`src/rtl/i2s_stereo_core.sv`:
```
// i2s_stereo_core: slave-mode I2S stereo transceiver with a TX frame FIFO.
// Ports: clk_i/rst_i system clock and async active-high reset; bypass_i routes i2s_data_i
// straight to i2s_data_o; i2s_sclk_i/i2s_lrclk_i/i2s_data_i external bus (LRCLK low = left);
// i2s_data_o serial TX; tx_data_i/tx_val_i/tx_ready_o {left,right} frame write port;
// rx_left_o/rx_right_o/rx_val_o received frame; tx_underrun_o/rx_overrun_o error strobes.
module i2s_stereo_core #(
  parameter int DATA_WIDTH = 24,
  parameter int BUFFERS_AWIDTH = 4,
  parameter int I2S_FORMAT = 0,
  parameter logic [1:0] CHANNEL_MASK = 2'b11
) (
  input  logic                    clk_i,
  input  logic                    rst_i,
  input  logic                    bypass_i,
  input  logic                    i2s_sclk_i,
  input  logic                    i2s_lrclk_i,
  input  logic                    i2s_data_i,
  output logic                    i2s_data_o,
  input  logic [2*DATA_WIDTH-1:0] tx_data_i,
  input  logic                    tx_val_i,
  output logic                    tx_ready_o,
  output logic [DATA_WIDTH-1:0]   rx_left_o,
  output logic [DATA_WIDTH-1:0]   rx_right_o,
  output logic                    rx_val_o,
  output logic                    tx_underrun_o,
  output logic                    rx_overrun_o
);
  localparam int DW = DATA_WIDTH;
  localparam int AW = BUFFERS_AWIDTH;
  localparam logic [5:0] FB = 6'(I2S_FORMAT);
  localparam logic [5:0] DWV = 6'(DW);
  localparam logic [5:0] DWM1 = 6'(DW - 1);
  typedef enum logic [1:0] {IDLE, LEFT, RIGHT} state_t;
  state_t state_q, state_d;
  logic [1:0] sclk_q, lr_q, dat_q;
  logic sclk_p_q, lr_p_q, data_q;
  logic [5:0] cnt_q, cnt_d, tx_pos, tx_sh, rx_pos, rx_sh;
  logic [DW-1:0] sr_q, lhold_q, tx_word, tx_bits, rx_set;
  logic [2*DW-1:0] shadow_q, shadow_d;
  logic [2*DW-1:0] mem_q [2**AW];
  logic [AW:0] wptr_q, rptr_q;
  logic sclk_rise, sclk_fall, lr_edge, lr_fall, lr_rise, ovf, empty, full, wr, pop, rd, tx_bit;
  assign sclk_rise = sclk_q[1] & ~sclk_p_q;
  assign sclk_fall = ~sclk_q[1] & sclk_p_q;
  assign lr_edge = lr_q[1] ^ lr_p_q;
  assign lr_fall = lr_edge & ~lr_q[1];
  assign lr_rise = lr_edge & lr_q[1];
  // a 33rd SCLK in one slot means the LRCLK edge was missed
  assign ovf = sclk_rise & ~lr_edge & (cnt_q == 6'd32) & (state_q != IDLE);
  assign empty = wptr_q == rptr_q;
  assign full = (wptr_q[AW] != rptr_q[AW]) && (wptr_q[AW-1:0] == rptr_q[AW-1:0]);
  assign tx_ready_o = ~full;
  assign wr = tx_val_i & ~full;
  assign pop = lr_fall & (state_q != LEFT);
  assign rd = pop & ~empty;
  assign i2s_data_o = bypass_i ? i2s_data_i : data_q;
  // TX uses the post-edge state so the first slot bit leaves on the same SCLK fall as LRCLK
  always_comb begin
    state_d = lr_fall ? LEFT : (lr_rise && state_q == LEFT) ? RIGHT : ovf ? IDLE : state_q;
    cnt_d = lr_edge ? 6'd0 : (sclk_rise && cnt_q != 6'd32) ? cnt_q + 6'd1 : cnt_q;
    shadow_d = !pop ? shadow_q : empty ? '0 : mem_q[rptr_q[AW-1:0]];
    tx_word = (state_d == LEFT && CHANNEL_MASK[0]) ? shadow_d[2*DW-1:DW] :
              (state_d == RIGHT && CHANNEL_MASK[1]) ? shadow_d[DW-1:0] : '0;
    tx_pos = cnt_d - FB;
    tx_sh = DWM1 - tx_pos;
    tx_bits = tx_word >> tx_sh;
    tx_bit = (tx_pos < DWV) & tx_bits[0];
    rx_pos = cnt_q - FB;
    rx_sh = DWM1 - rx_pos;
    rx_set = (rx_pos < DWV) ? {{(DW-1){1'b0}}, dat_q[1]} << rx_sh : '0;
  end
  always_ff @(posedge clk_i) if (wr) mem_q[wptr_q[AW-1:0]] <= tx_data_i;
  always_ff @(posedge clk_i or posedge rst_i)
    if (rst_i) begin
      sclk_q <= '0;
      lr_q <= '0;
      dat_q <= '0;
      sclk_p_q <= 1'b0;
      lr_p_q <= 1'b0;
      state_q <= IDLE;
      cnt_q <= '0;
      shadow_q <= '0;
      sr_q <= '0;
      lhold_q <= '0;
      rx_left_o <= '0;
      rx_right_o <= '0;
      rx_val_o <= 1'b0;
      tx_underrun_o <= 1'b0;
      rx_overrun_o <= 1'b0;
      data_q <= 1'b0;
      wptr_q <= '0;
      rptr_q <= '0;
    end else begin
      sclk_q <= {sclk_q[0], i2s_sclk_i};
      lr_q <= {lr_q[0], i2s_lrclk_i};
      dat_q <= {dat_q[0], i2s_data_i};
      sclk_p_q <= sclk_q[1];
      lr_p_q <= lr_q[1];
      state_q <= state_d;
      cnt_q <= cnt_d;
      shadow_q <= shadow_d;
      // slot register starts cleared, so a short slot leaves its missing LSBs at zero
      sr_q <= lr_edge ? '0 : (sclk_rise && state_q != IDLE) ? sr_q | rx_set : sr_q;
      if (lr_rise && state_q == LEFT) lhold_q <= sr_q;
      rx_val_o <= lr_fall && state_q == RIGHT;
      if (lr_fall && state_q == RIGHT) begin
        rx_left_o <= CHANNEL_MASK[0] ? lhold_q : '0;
        rx_right_o <= CHANNEL_MASK[1] ? sr_q : '0;
      end
      tx_underrun_o <= pop & empty;
      rx_overrun_o <= ovf;
      if (sclk_fall) data_q <= tx_bit;
      if (wr) wptr_q <= wptr_q + 1'b1;
      if (rd) rptr_q <= rptr_q + 1'b1;
    end
endmodule

```
`config.mk`:
```
export PLATFORM = sky130hd
export DESIGN_NAME = i2s_stereo_core
export DESIGN_NICKNAME = d
export VERILOG_FILES = /design/src/rtl/i2s_stereo_core.sv
export SDC_FILE = /design/constraint.sdc
export NUM_CORES = 1
export LEC_CHECK = 0
export CAP_MARGIN = 15
export CORE_MARGIN = 4
export CORE_UTILIZATION = 35
export CTS_BUF_LIST = sky130_fd_sc_hd__clkbuf_8
export CTS_CLUSTER_DIAMETER = 30
export CTS_CLUSTER_SIZE = 25
export DETAILED_ROUTE_END_ITERATION = 8
export REMOVE_ABC_BUFFERS = 1
export SYNTH_ARGS = -nofsm -noshare
export SYNTH_HDL_FRONTEND = slang
export SYNTH_SLANG_ARGS = --single-unit
```
`constraint.sdc`:
```
create_clock -name clk_i -period 5.4 [get_ports clk_i]
set_clock_uncertainty 0.2 [all_clocks]
set_input_delay 0.54 -clock clk_i [delete_from_list [all_inputs] [get_ports clk_i]]
set_output_delay 0.54 -clock clk_i [all_outputs]
set_load 0.03 [all_outputs]
```
After elaboration in Yosys (flattened, before gate mapping)
Memory sizes are Yosys's and may differ from the RTL's.
Cells that the tools add are included.
{"block": "op_classes", "add_sub_neg": 5, "bitwise": 20, "eq_ne": 10, "shifts": 2, "mux": 15, "n_lt_le_gt_ge": 2, "n_reduce_logical": 7}
{"cell": "$mux W24", "count": 5}
{"cell": "$mux W48", "count": 2}
{"cell": "$or A24 B24 Y24", "count": 1}
{"cell": "$shl A1 B6 Y24", "count": 1}
{"cell": "$shr A24 B6 Y1", "count": 1}
{"cell": "$and A1 B1 Y1", "count": 12}
{"cell": "$lt A6 B5 Y1 const B", "count": 2}
{"cell": "$mux W6", "count": 2}
{"cell": "$sub A5 B6 Y6 const A", "count": 2}
{"cell": "$add A5 B1 Y5 const B", "count": 2}
{"cell": "$add A6 B1 Y6 const B", "count": 1}
{"cell": "$eq A6 B6 Y1 const B", "count": 1}
{"cell": "$mux W2", "count": 3}
{"cell": "$ne A6 B6 Y1 const B", "count": 1}
{"cell": "$not A1 Y1", "count": 6}
{"cell": "$eq A5 B5 Y1", "count": 1}
{"cell": "$logic_and A1 B1 Y1", "count": 5}
{"cell": "$eq A2 B1 Y1 const B", "count": 2}
{"cell": "$eq A2 B2 Y1 const B", "count": 2}
{"cell": "$eq A4 B4 Y1", "count": 1}
{"cell": "$reduce_bool A2 Y1", "count": 2}
{"cell": "$mux W1", "count": 3}
{"cell": "$ne A2 B1 Y1 const B", "count": 1}
{"cell": "$ne A1 B1 Y1", "count": 1}
{"cell": "$xor A1 B1 Y1", "count": 1}
{"block": "word_totals", "word_cells": 80, "ff_bits": 174, "out_inout_bits": 53, "n_memories": 1, "ramBits": 768}
{"memory": "mem_q", "words": 16, "word_bits": 48, "rd": 1, "rd_clocked_by_memory_dff": 0, "write_ports": 1, "line_no": "40", "rtl": "logic [2*DW-1:0] mem_q [2**AW];"}

Longest topological paths before layout
Gate-level depths: netlist of the first run.
{"block": "depth", "word_depth": 13, "mapped_depth": 13}

Worst setup path before layout of the first run
OpenSTA, ideal clock, no wires.
{"block": "synth_timing", "path_kind": "reg2reg", "start": "reg wptr_q[2]", "end": "mem mem_q[3][0] (netlist name) (enable)", "stages_incl_launch_ff": 9, "setup_time_ps": 513, "required_ps": 4687, "period_less_slack_ps": 5678, "arrival_ps": 4965, "path_slack_ps": -278, "cell_sequence": "dfrtp_1 > clkbuf_1 > xor2_1 > nor4_1 > nand2b_1 > and2_1 > clkbuf_1 > nand2_1 > nor3_1"}
{"block": "synth_between", "elab_chain_len": 6}
{"item": "start: declaration", "line_no": "41", "rtl": "logic [AW:0] wptr_q, rptr_q;"}
{"item": "start signal: assignment", "line_no": "113", "rtl": "if (wr) wptr_q <= wptr_q + 1'b1;"}
{"item": "$eq A4 B4 Y1", "line_no": "51", "rtl": "assign full = (wptr_q[AW] != rptr_q[AW]) && (wptr_q[AW-1:0] == rptr_q[AW-1:0]);"}
{"item": "$logic_and A1 B1 Y1", "line_no": "51"}
{"item": "$not A1 Y1"}
{"item": "via tx_ready_o", "line_no": "21", "rtl": "output logic tx_ready_o,"}
{"item": "$and A1 B1 Y1", "line_no": "53", "rtl": "assign wr = tx_val_i & ~full;"}
{"item": "$mux W1", "line_no": "72", "rtl": "always_ff @(posedge clk_i) if (wr) mem_q[wptr_q[AW-1:0]] <= tx_data_i;"}
{"item": "$mux W1 (implied by the code)", "line_no": "72"}
{"item": "end: declaration", "line_no": "40"}
The timed path passes the listed nets, and every way through them passes these cells.

Worst setup path after layout of the first run
{"block": "layout_timing", "start": "reg rptr_q[0]", "end": "out tx_ready_o"}
{"block": "layout_between", "elab_chain_len": 3}
{"item": "start: declaration", "line_no": "41"}
{"item": "start signal: assignment", "line_no": "114", "rtl": "if (rd) rptr_q <= rptr_q + 1'b1;"}
{"item": "$eq A4 B4 Y1", "line_no": "51"}
{"item": "$logic_and A1 B1 Y1", "line_no": "51"}
{"item": "$not A1 Y1", "line_no": "52", "rtl": "assign tx_ready_o = ~full;"}
{"item": "end: declaration", "line_no": "21"}
No other way between the ends.

==> results of run 1 <==
flip-flops by register name (all words and copies together), names as in the netlist:
| name | count |
|---|---|
| state_q | 2 |
| rx_right_o | 24 |
| sr_q | 24 |
| rx_val_o | 1 |
| wptr_q | 5 |
| dat_q | 2 |
| sclk_q | 2 |
| rptr_q | 5 |
| shadow_q | 48 |
| tx_underrun_o | 1 |
| cnt_q | 6 |
| sclk_p_q | 1 |
| lr_q | 2 |
| lhold_q | 24 |
| rx_left_o | 24 |
| mem_q | 768 |
| data_q | 1 |
| lr_p_q | 1 |
| rx_overrun_o | 1 |
cells by family after synthesis:
kind of cell,Yosys count
xor gates and xnor gates,16
muxes,302
AOI/OAI and AO/OA,195
buffers and inverters,119
adders and majority gates,12
and+or+nand+nor,235
DFF,942
cell usage in the layout (no fill, tap or decap), types with 21 or more instances in the layout:
master / instances
edfxtp_1: 768
mux4_2: 194
clkbuf_8: 193
dfrtp_1: 171
clkdlybuf4s50_1: 107
nand2_1: 101
mux2_2: 76
buf_4: 44
a22oi_1: 35
inv_1: 33
bufinv_16: 29
clkinv_2: 26
nor2_1: 25
a21oi_1: 25
a22o_1: 25
o21a_1: 21
stage by stage:
stage               area [um^2]  power, mW  hold WS [ns]  setup TNS (ns)  setup WS (ns)
finish                    43770      22.19       0.08011               0          1.286
global placement          39420      14.21        0.1373               0          1.487
CTS                       43720      22.42       0.01430               0          1.200
floorplan                 36120      12.80        0.1312        -4366.65         -6.397
detailed placement        39440      14.29        0.1403               0          1.514
global route              43770      23.10       0.03644               0          1.101
critical path, stage by stage (launching register included):
cell	delay (ns)
dfrtp_4	0.65
xor2_1	0.23
nor4_1	0.76
nand2b_1	0.15
clkdlybuf4s50_1	0.75
metal layers:
metal,track usage,part of all wire,vias up
li1,-,-,7968
met1,0.2179,0.43,9969
met2,0.2555,0.48,720
met3,0.04032,0.072,151
met4,0.04564,0.020,10
met5,0,0.00062,-
path summary, 6_finish.rpt:
path                       cells after the start            end        from  slack [ns]
setup / recovery                               4     tx_ready_o   rptr_q[0]        1.29
hold reg to reg                                0      sclk_q[1]   sclk_q[0]        0.14
max in group asynchronous                      3      rptr_q[0]       rst_i        3.75
setup reg to reg                               7    mem_q[8][5]   rptr_q[0]        1.59
hold / removal                                 2  rx_left_o[17]       rst_i        0.08
min in group clk_i                             1       dat_q[0]  i2s_data_i        0.09
cell type report:
cell class / instances / area (um^2)
diodes: 2 / 5.005
well taps: 1380 / 1727
repair buffers: 158 / 1529
clock buffers: 193 / 2656
inverters: 17 / 68.82
fillers: 8975 / 60020
clock inverters: 141 / 1597
multi-input cells: 760 / 8762
flip-flops and latches: 942 / 27430
power by group through the flow:
stage / Sequential [mW] / Combinational, mW / Clock (mW)
global route: 9.20 / 5.26 / 8.63
finish: 9.15 / 4.96 / 8.08
floorplan: 9.52 / 3.28 / 0
detailed placement: 9.29 / 5.00 / 0
global placement: 9.26 / 4.95 / 0
CTS: 9.15 / 5.02 / 8.25
==> impl_metrics.toml, run 1 <==
[die]
initial_core_util = 0.3534
die_height_um = 331.8
placeableCoreArea_mm2 = 0.1038
dieArea_mm2 = 0.1101
rows = 118
die_x_um = 331.8
io_pins = 108

[yosys]
seq_area_frac_synth = 0.7473
number_of_synthesized_flops_with_an_enable_pin = 768
synthTopCellsByArea = "edfxtp_1 (63%), mux4_2 (12%), dfrtp_1 (12%)"
synth_ff_type = "edfxtp_1"
synth_top_family_by_area = "multiplexers"
synthesis.instances = 1821
synth-seq-cells = 942
ys_types = 71
simple_gate_area_share_of_the_yosys_netlist = 0.03117
syn_area_per_cell_um2 = 20.15
synth_most_common_cell = "edfxtp_1"
async_flop_share = 0.1847
mappedNetlistArea_mm2 = 0.03669
synth-adder-area-share = 0.004093
yosysTopAreaCellShare = 0.6286
post-synth-top-area-cell = "edfxtp_1"
yosys.area_share.xor_xnor = 0.003820
synth-compound-area-share = 0.03990
yosys-mux-area-fraction = 0.1565
synth_common_cells = "edfxtp_1 (768), mux4_2 (194), dfrtp_1 (174), nand2_1 (102), mux2_2 (76)"
synth_warnings = 0

[worst_hold_path]
timing.hold.worst.class = "primary input to async pin"

[layout]
layout.core_utilization = 0.4217
area_delta_synth_final_pct = 19.31
drive_gt1_frac = 0.2940
final_net_count = 2125
finish.cell_count_without_fillers = 3593

[power]
p_sw_frac = 0.2933
internal_power_mw = 15.68
clockPowerShare = 0.364
power.density_cell_area_mw_per_mm2 = 506.9
net_switching_power_mw = 6.507
cellLeakagePower_nw = 15.20
seqPwrFrac = 0.412
maximum_ir_drop_on_the_vdd_rail_mv = 0.2200
power.combinational.fraction = 0.224

[timing]
period_minus_slack_ns = 4.114
final_setup_violating_endpoints = 0
max_freq_mhz = 243.1
max_slew.worst_pin.slew_ns = 1.195
final_max_slew_viol_count = 0
grt_setup_unrepaired = "false"
max_slew_margin = 0.2017
post-route-period-util = 0.7618
hold_violations = 0

[clock_tree]
post_cts_setup_bufs = 0
cts-root-buf = "clkbuf_8"
ctsLongestPathBuffers = 3
clock_pin_transition_on_the_worst_setup_and_hold_timing_paths_ns = 0.05
clock_insertion_delay_worst_skew_ns = 0.84
h_tree_lvls = 4
cts.hold.buffers_added = 2
numCtsBuffers = 179
cts_num_sinks = 942
cts_resized = 0
cts_tree = "yes"

[detailed_routing]
routed_wl_um = 88600
antenna_left = 0
post_drt_via_cell_ratio = 5.237
drt-wirelength-per-cell_um = 24.66
detail_route.iter0.violations = 1573
detailedRoute.firstPassIterationCount = 5
drcViolationCount = 0
vias = 18820

[global_routing]
grt_max_degree = 96
overflow = 0
grt_usage = 0.1598
vias_in_the_first_global_route = 19830
grt_pass1_wl_um = 132000
antenna_found_initial = 7

[critical_path]
timing.setup.critical_path_class = "flop to output pin"
data_arrival_time_of_the_critical_path_ns = 3.37
critPathCaptureType = "output pin"
timing.critical_path.required_ns = 4.66
crit_path_start_kind = "flop"
crit_path_max_fanout = 22

[placement]
finalWeightedCongestion = 0.8110
portBuffers = 107
place_inst = 3253
dp_hpwl_um = 51960

[run]
max_cap_viol_count = 0

[run_status]
outcome = "completed"
No activity file was read; power rests on OpenSTA's default activity.
==> inputs of run 2 (changes only) <==
==> constraint.sdc (replaced) <==
create_clock -name clk_i -period 4.11 [get_ports clk_i]
set_clock_uncertainty 0.2 [all_clocks]
set_input_delay 0.411 -clock clk_i [delete_from_list [all_inputs] [get_ports clk_i]]
set_output_delay 0.411 -clock clk_i [all_outputs]
set_load 0.03 [all_outputs]
==> run 2 against run 1 <==
Cell area grew 0.18%. Global-route usage shrank 0.35 points. Sequential share of layout area shrank 0.11 points. Combinational power grew 33%. Setup slack lost 0.79 ns. Hold slack gained 0.086 ns. Via count shrank 0.79%. First-iteration DRC count grew 26%. Clock power grew 23%.
==> impl_metrics.toml, run 2 (synthesis gave the netlist of run 1 again) <==
[run_status]
outcome = "completed"

[detailed_routing]
detail_route.iter0.violations = 1981
post_drt_via_cell_ratio = 5.177
drt-wirelength-per-cell_um = 24.00
drcViolationCount = 0
detailedRoute.firstPassIterationCount = 5
antenna_left = 0
routed_wl_um = 86540
vias = 18670

[critical_path]
crit_path_cell_trace = "nand2_1, or3_1, xnor2_1, nand2_1, inv_1, ha_1, nand2b_1, a311o_1, a21oi_1, a221o_1, o221ai_1, and4b_1"
crit_path_start_kind = "flop"
cp_slowest_stage_delay_ns = 0.59
crit_buf_inv = 1
timing.setup.critical_path_class = "flop to flop"
crit_path_top_delay_cell = "dfrtp_1"
data_arrival_time_of_the_critical_path_ns = 4.11
critPathCaptureType = "flop"
timing.reg2reg.setup_slack_ns = 0.49
critPathTopFamily = "simple AND/OR/NAND/NOR gates"
crit_path_max_fanout = 14
timing.critical_path.required_ns = 4.61
timing.critical_path.mode_cell = "nand2_1"

[clock_tree]
ctsLongestPathBuffers = 3
numCtsBuffers = 175
clock_pin_transition_on_the_worst_setup_and_hold_timing_paths_ns = 0.06
cts_tree = "yes"
post_cts_setup_bufs = 0
h_tree_lvls = 4
cts_num_sinks = 942
cts-root-buf = "clkbuf_8"
clock_insertion_delay_worst_skew_ns = 0.81

[placement]
finalWeightedCongestion = 0.8457
dp_hpwl_um = 49080
place_ws_ns = 0.5677
portBuffers = 107
place_inst = 3276

[power]
maximum_ir_drop_on_the_vdd_rail_mv = 0.3194
cellLeakagePower_nw = 15.21
power.density_cell_area_mw_per_mm2 = 649.3
p_total_mw = 28.47

[worst_hold_path]
timing.hold.worst.class = "flop to flop"

[layout]
most-common-layout-cells = "edfxtp_1 (768), mux4_2 (194), clkbuf_8 (185)"
final_net_count = 2144
finish.cell_count_without_fillers = 3606
layout.filler_cells = 8923
largest_register_ff_count = 768
area_delta_synth_final_pct = 19.52
layout_commonest_cell = "edfxtp_1"
layout.area.seq_mm2 = 0.02743
drive_gt1_frac = 0.2959
multi_input_area_mm2 = 0.008762

[timing]
max_slew_margin = 0.3966
final_max_slew_viol_count = 0
period_minus_slack_ns = 3.618
final_setup_violating_endpoints = 0
post-route-period-util = 0.8802
finalHoldWorstSlack_ns = 0.1662
post-route-worst-setup-slack_ns = 0.4924
grt_setup_unrepaired = "false"
hold_violations = 0
max_freq_mhz = 276.4
max_slew.worst_pin.slew_ns = 0.9051

[global_routing]
vias_in_the_first_global_route = 19670
grt_max_degree = 102
grt_pass1_wl_um = 128900
grt_usage = 0.1562
overflow = 0
antenna_found_initial = 9

[die]
initial_core_util = 0.3534
die_height_um = 331.8
rows = 118
die_x_um = 331.8
dieArea_mm2 = 0.1101
io_pins = 108
placeableCoreArea_mm2 = 0.1038

[run]
max_cap_viol_count = 0
-- run 2: changes by cell type in the layout (fill, tap and decap cells not counted), sizes merged --
| cell | previous run | this run |
|---|---|---|
| inv | 52 | 50 |
| clkinv | 67 | 63 |
| buf | 49 | 70 |
| dlygate4sd3 | 2 | 4 |
| clkbuf | 193 | 185 |
| clkinvlp | 10 | 20 |
| bufinv | 29 | 23 |
-- run 2: area by class of cell --
class,instances,share of cell area
Sequential cell,942,0.6255
Clock inverter,139,0.03225
Inverter,17,0.001569
Multi-Input combinational cell,760,0.1998
Clock buffer,185,0.05807
Timing Repair Buffer,181,0.04332
Tap cell,1380,0.03938
Antenna cell,2,0.0001141
-- run 2: worst reg2reg max path, delay by kind of cell, from the launching register on --
| family | cells | cell delay (ns) |
|---|---|---|
| buf+inv | 1 | 0.28 |
| xor+xnor | 1 | 0.16 |
| compound gates | 4 | 0.75 |
| flops | 1 | 0.59 |
| fa+ha+maj | 1 | 0.29 |
| simple gates | 5 | 1.25 |
-- run 2: what timing repair did --
item	CTS	global route
resized for setup	0	0
setup endpoints to repair	0	0
hold buffers	4	0
endpoints found under the hold margin	100	0
-- run 2: through the flow --
stage / util / cell area [um^2] / TNS [ns]
finish: 0.4225 / 43850 / 0
global route: 0.4225 / 43850 / 0
CTS: 0.4224 / 43840 / 0
detailed placement: 0.3839 / 39840 / 0
global placement: 0.3839 / 39840 / 0
floorplan: - / 36120 / -5637.95
-- run 2: final timing paths --
check                           startpoint             to  cells past startpoint
worst max-delay path              cnt_q[1]         data_q                     12
worst min-delay path               lr_q[0]        lr_q[1]                      0
worst max register to register    cnt_q[1]         data_q                     12
worst min register to register     lr_q[0]        lr_q[1]                      0
max in group asynchronous            rst_i    lhold_q[23]                      4
min in group asynchronous            rst_i  tx_underrun_o                      3
-- run 2: metal layers --
layer	track usage	part of all wire	up-vias	wire [um]
met4	0.05706	0.029	10	2523
met1	0.2053	0.42	9829	36010
met2	0.2523	0.48	679	41750
li1	-	-	7984	-
met3	0.03997	0.072	167	6204
met5	0	0.00075	-	65
-- run 2: power breakdown --
group	total, mW	switching (mW)	internal, mW
combinational	6.62	3.63	2.99
clock	9.91	4.16	5.76
sequential	11.9	0.527	11.4
total	28.5	8.31	20.2
==> inputs of run 3 (changes only) <==
--- a/config.mk
+++ b/config.mk
@@ -7,11 +7,12 @@
 export LEC_CHECK = 0
 export CAP_MARGIN = 15
 export CORE_MARGIN = 4
-export CORE_UTILIZATION = 35
+export CORE_UTILIZATION = 51
 export CTS_BUF_LIST = sky130_fd_sc_hd__clkbuf_8
 export CTS_CLUSTER_DIAMETER = 30
 export CTS_CLUSTER_SIZE = 25
 export DETAILED_ROUTE_END_ITERATION = 8
+export PLACE_DENSITY = 0.68
 export REMOVE_ABC_BUFFERS = 1
 export SYNTH_ARGS = -nofsm -noshare
 export SYNTH_HDL_FRONTEND = slang
==> run 3 against run 2 <==
Clock power down 14%. Critical path type unchanged. Via count grew 0.50%. Largest power group unchanged. Utilization up 17 points. Critical endpoint unchanged. Sequential share of layout area up 1.9 points. Global-route usage grew 6.3 points. Largest cell class unchanged.
==> impl_metrics.toml, run 3 (synthesis gave the netlist of run 1 again) <==
[layout]
layout.core_utilization = 0.5962
largest_register_ff_count = 768
finalInstanceArea_mm2 = 0.04255
layout_commonest_cell = "edfxtp_1"
most-common-layout-cells = "edfxtp_1 (768), mux4_2 (194), dfrtp_1 (171)"
final_net_count = 2119
area_delta_synth_final_pct = 15.98
drive_gt1_frac = 0.2888

[run]
max_cap_viol_count = 0

[global_routing]
antenna_found_initial = 5
grt_pass1_wl_um = 125400
grt_max_degree = 89
overflow = 0
grt_usage = 0.2189
vias_in_the_first_global_route = 19430

[timing]
period_minus_slack_ns = 3.587
max_slew_margin = 0.4377
grt_setup_unrepaired = "false"
final_max_slew_viol_count = 0
post-route-period-util = 0.8727
setup_total_negative_slack_ns = 0
max_freq_mhz = 278.8
hold_violations = 0
max_slew.worst_pin.slew_ns = 0.8435
final_setup_violating_endpoints = 0

[critical_path]
data_arrival_time_of_the_critical_path_ns = 4.07
cp_slowest_stage_delay_ns = 0.59
critPathTopFamily = "simple AND/OR/NAND/NOR gates"
worst_r2r_startpoint = "cnt_q[1]"
crit_path_start_kind = "flop"
crit_path_cell_trace = "nand2_1, or3_1, xnor2_1, nand2_1, inv_1, ha_1, nand2b_1, a311o_1, a21oi_1, a221o_1, o221ai_1, and4b_1"
critPathCaptureType = "flop"
timing.critical_path.required_ns = 4.59
timing.setup.critical_path_class = "flop to flop"
crit_buf_inv = 1
r2r-end = "data_q"
timing.critical_path.mode_cell = "nand2_1"
timing.reg2reg.setup_slack_ns = 0.52
reg2regPathDepth = 12
crit_path_max_fanout = 14
crit_path_top_delay_cell = "dfrtp_1"

[detailed_routing]
drt-wirelength-per-cell_um = 26.39
routed_wl_um = 82820
post_drt_via_cell_ratio = 5.979
vias = 18760
detailedRoute.firstPassIterationCount = 5
drcViolationCount = 0
antenna_left = 0
detail_route.iter0.violations = 1824

[clock_tree]
clock_insertion_delay_worst_skew_ns = 0.79
h_tree_lvls = 4
cts_num_sinks = 942
ctsLongestPathBuffers = 3
cts-root-buf = "clkbuf_8"
cts_tree = "yes"
post_cts_setup_bufs = 0
numCtsBuffers = 153
clock_pin_transition_on_the_worst_setup_and_hold_timing_paths_ns = 0.06

[run_status]
outcome = "completed"

[placement]
portBuffers = 107
finalWeightedCongestion = 0.8392
post_dp_cell_area_mm2 = 0.03914
dp_hpwl_um = 47430

[die]
dieArea_mm2 = 0.07629
placeableCoreArea_mm2 = 0.07136
io_pins = 108
die_height_um = 276.2
rows = 98
die_x_um = 276.2
initial_core_util = 0.5141

[worst_hold_path]
timing.hold.worst.class = "flop to flop"
min_from = "lr_q[0]"
min_to = "lr_q[1]"
whs_path_depth = 0

[power]
maximum_ir_drop_on_the_vdd_rail_mv = 0.4267
cellLeakagePower_nw = 14.80
p_total_mw = 27.05
power.density_cell_area_mw_per_mm2 = 635.8
==> run 3: changes by cell type in the layout (fill, tap and decap cells not counted), moves of 4 or more <==
cell / previous run / this run
clkinvlp_4: 20 / 29
inv_1: 38 / 33
clkbuf_8: 185 / 160
clkinv_2: 36 / 22
bufinv_16: 23 / 12
inv_12: 4 / 0
clkinv_4: 7 / 15
clkinv_1: 17 / 10
buf_4: 49 / 56
inv_6: 1 / 16
buf_12: 21 / 11
==> run 3: worst max path at each step <==
stage,from,to,slack (ns),cells past startpoint
after CTS,rptr_q[0],tx_ready_o,0.56,5
after global placement,lr_q[1],data_q,0.69,11
after detailed placement,cnt_q[1],data_q,0.62,12
after global routing,lr_q[1],data_q,0.33,12
after floorplan,rptr_q[0],mem_q[3][0],-7.69,6
final,cnt_q[1],data_q,0.52,12
==> run 3: layer usage <==
layer  part of all wire  wire (um)  GRT usage
met5            0.00033         27          0
met4              0.022       1821    0.06723
met3              0.066       5474    0.04197
met2               0.50      41050     0.3529
met1               0.42      34450     0.3090
==> run 3: stage by stage <==
stage	instances	setup WS, ns	hold slack, ns
5_1_grt	3136	0.3301	0.1607
3_5_place_dp	2842	0.6163	0.1427
4_1_cts	3134	0.5622	0.1577
3_3_place_gp	2842	0.6883	0.1400
2_1_floorplan	1719	-7.687	0.1312
6_report	3138	0.5232	0.1570
==> run 3: final cells by class <==
class,instances,area [um^2]
diodes,3,7.507
inverters,17,68.82
flip-flops and latches,942,27430
fillers,5079,28820
repair buffers,178,1752
clock inverters,128,1140
well taps,950,1189
clock buffers,160,2202
multi-input cells,760,8762
==> run 3: repair_timing <==
item / CTS / global route
endpoints found under the hold margin: 87 / 0
gates resized for setup: 0 / 0
hold buffers: 4 / 0
==> run 3: power by group <==
part / internal (mW) / leakage [nW] / total [mW] / switching [mW]
combinational: 2.96 / 3.85 / 6.61 / 3.65
clock: 4.57 / 1.70 / 8.57 / 4.00
sequential: 11.4 / 9.26 / 11.9 / 0.467
total: 18.9 / 14.8 / 27.1 / 8.12
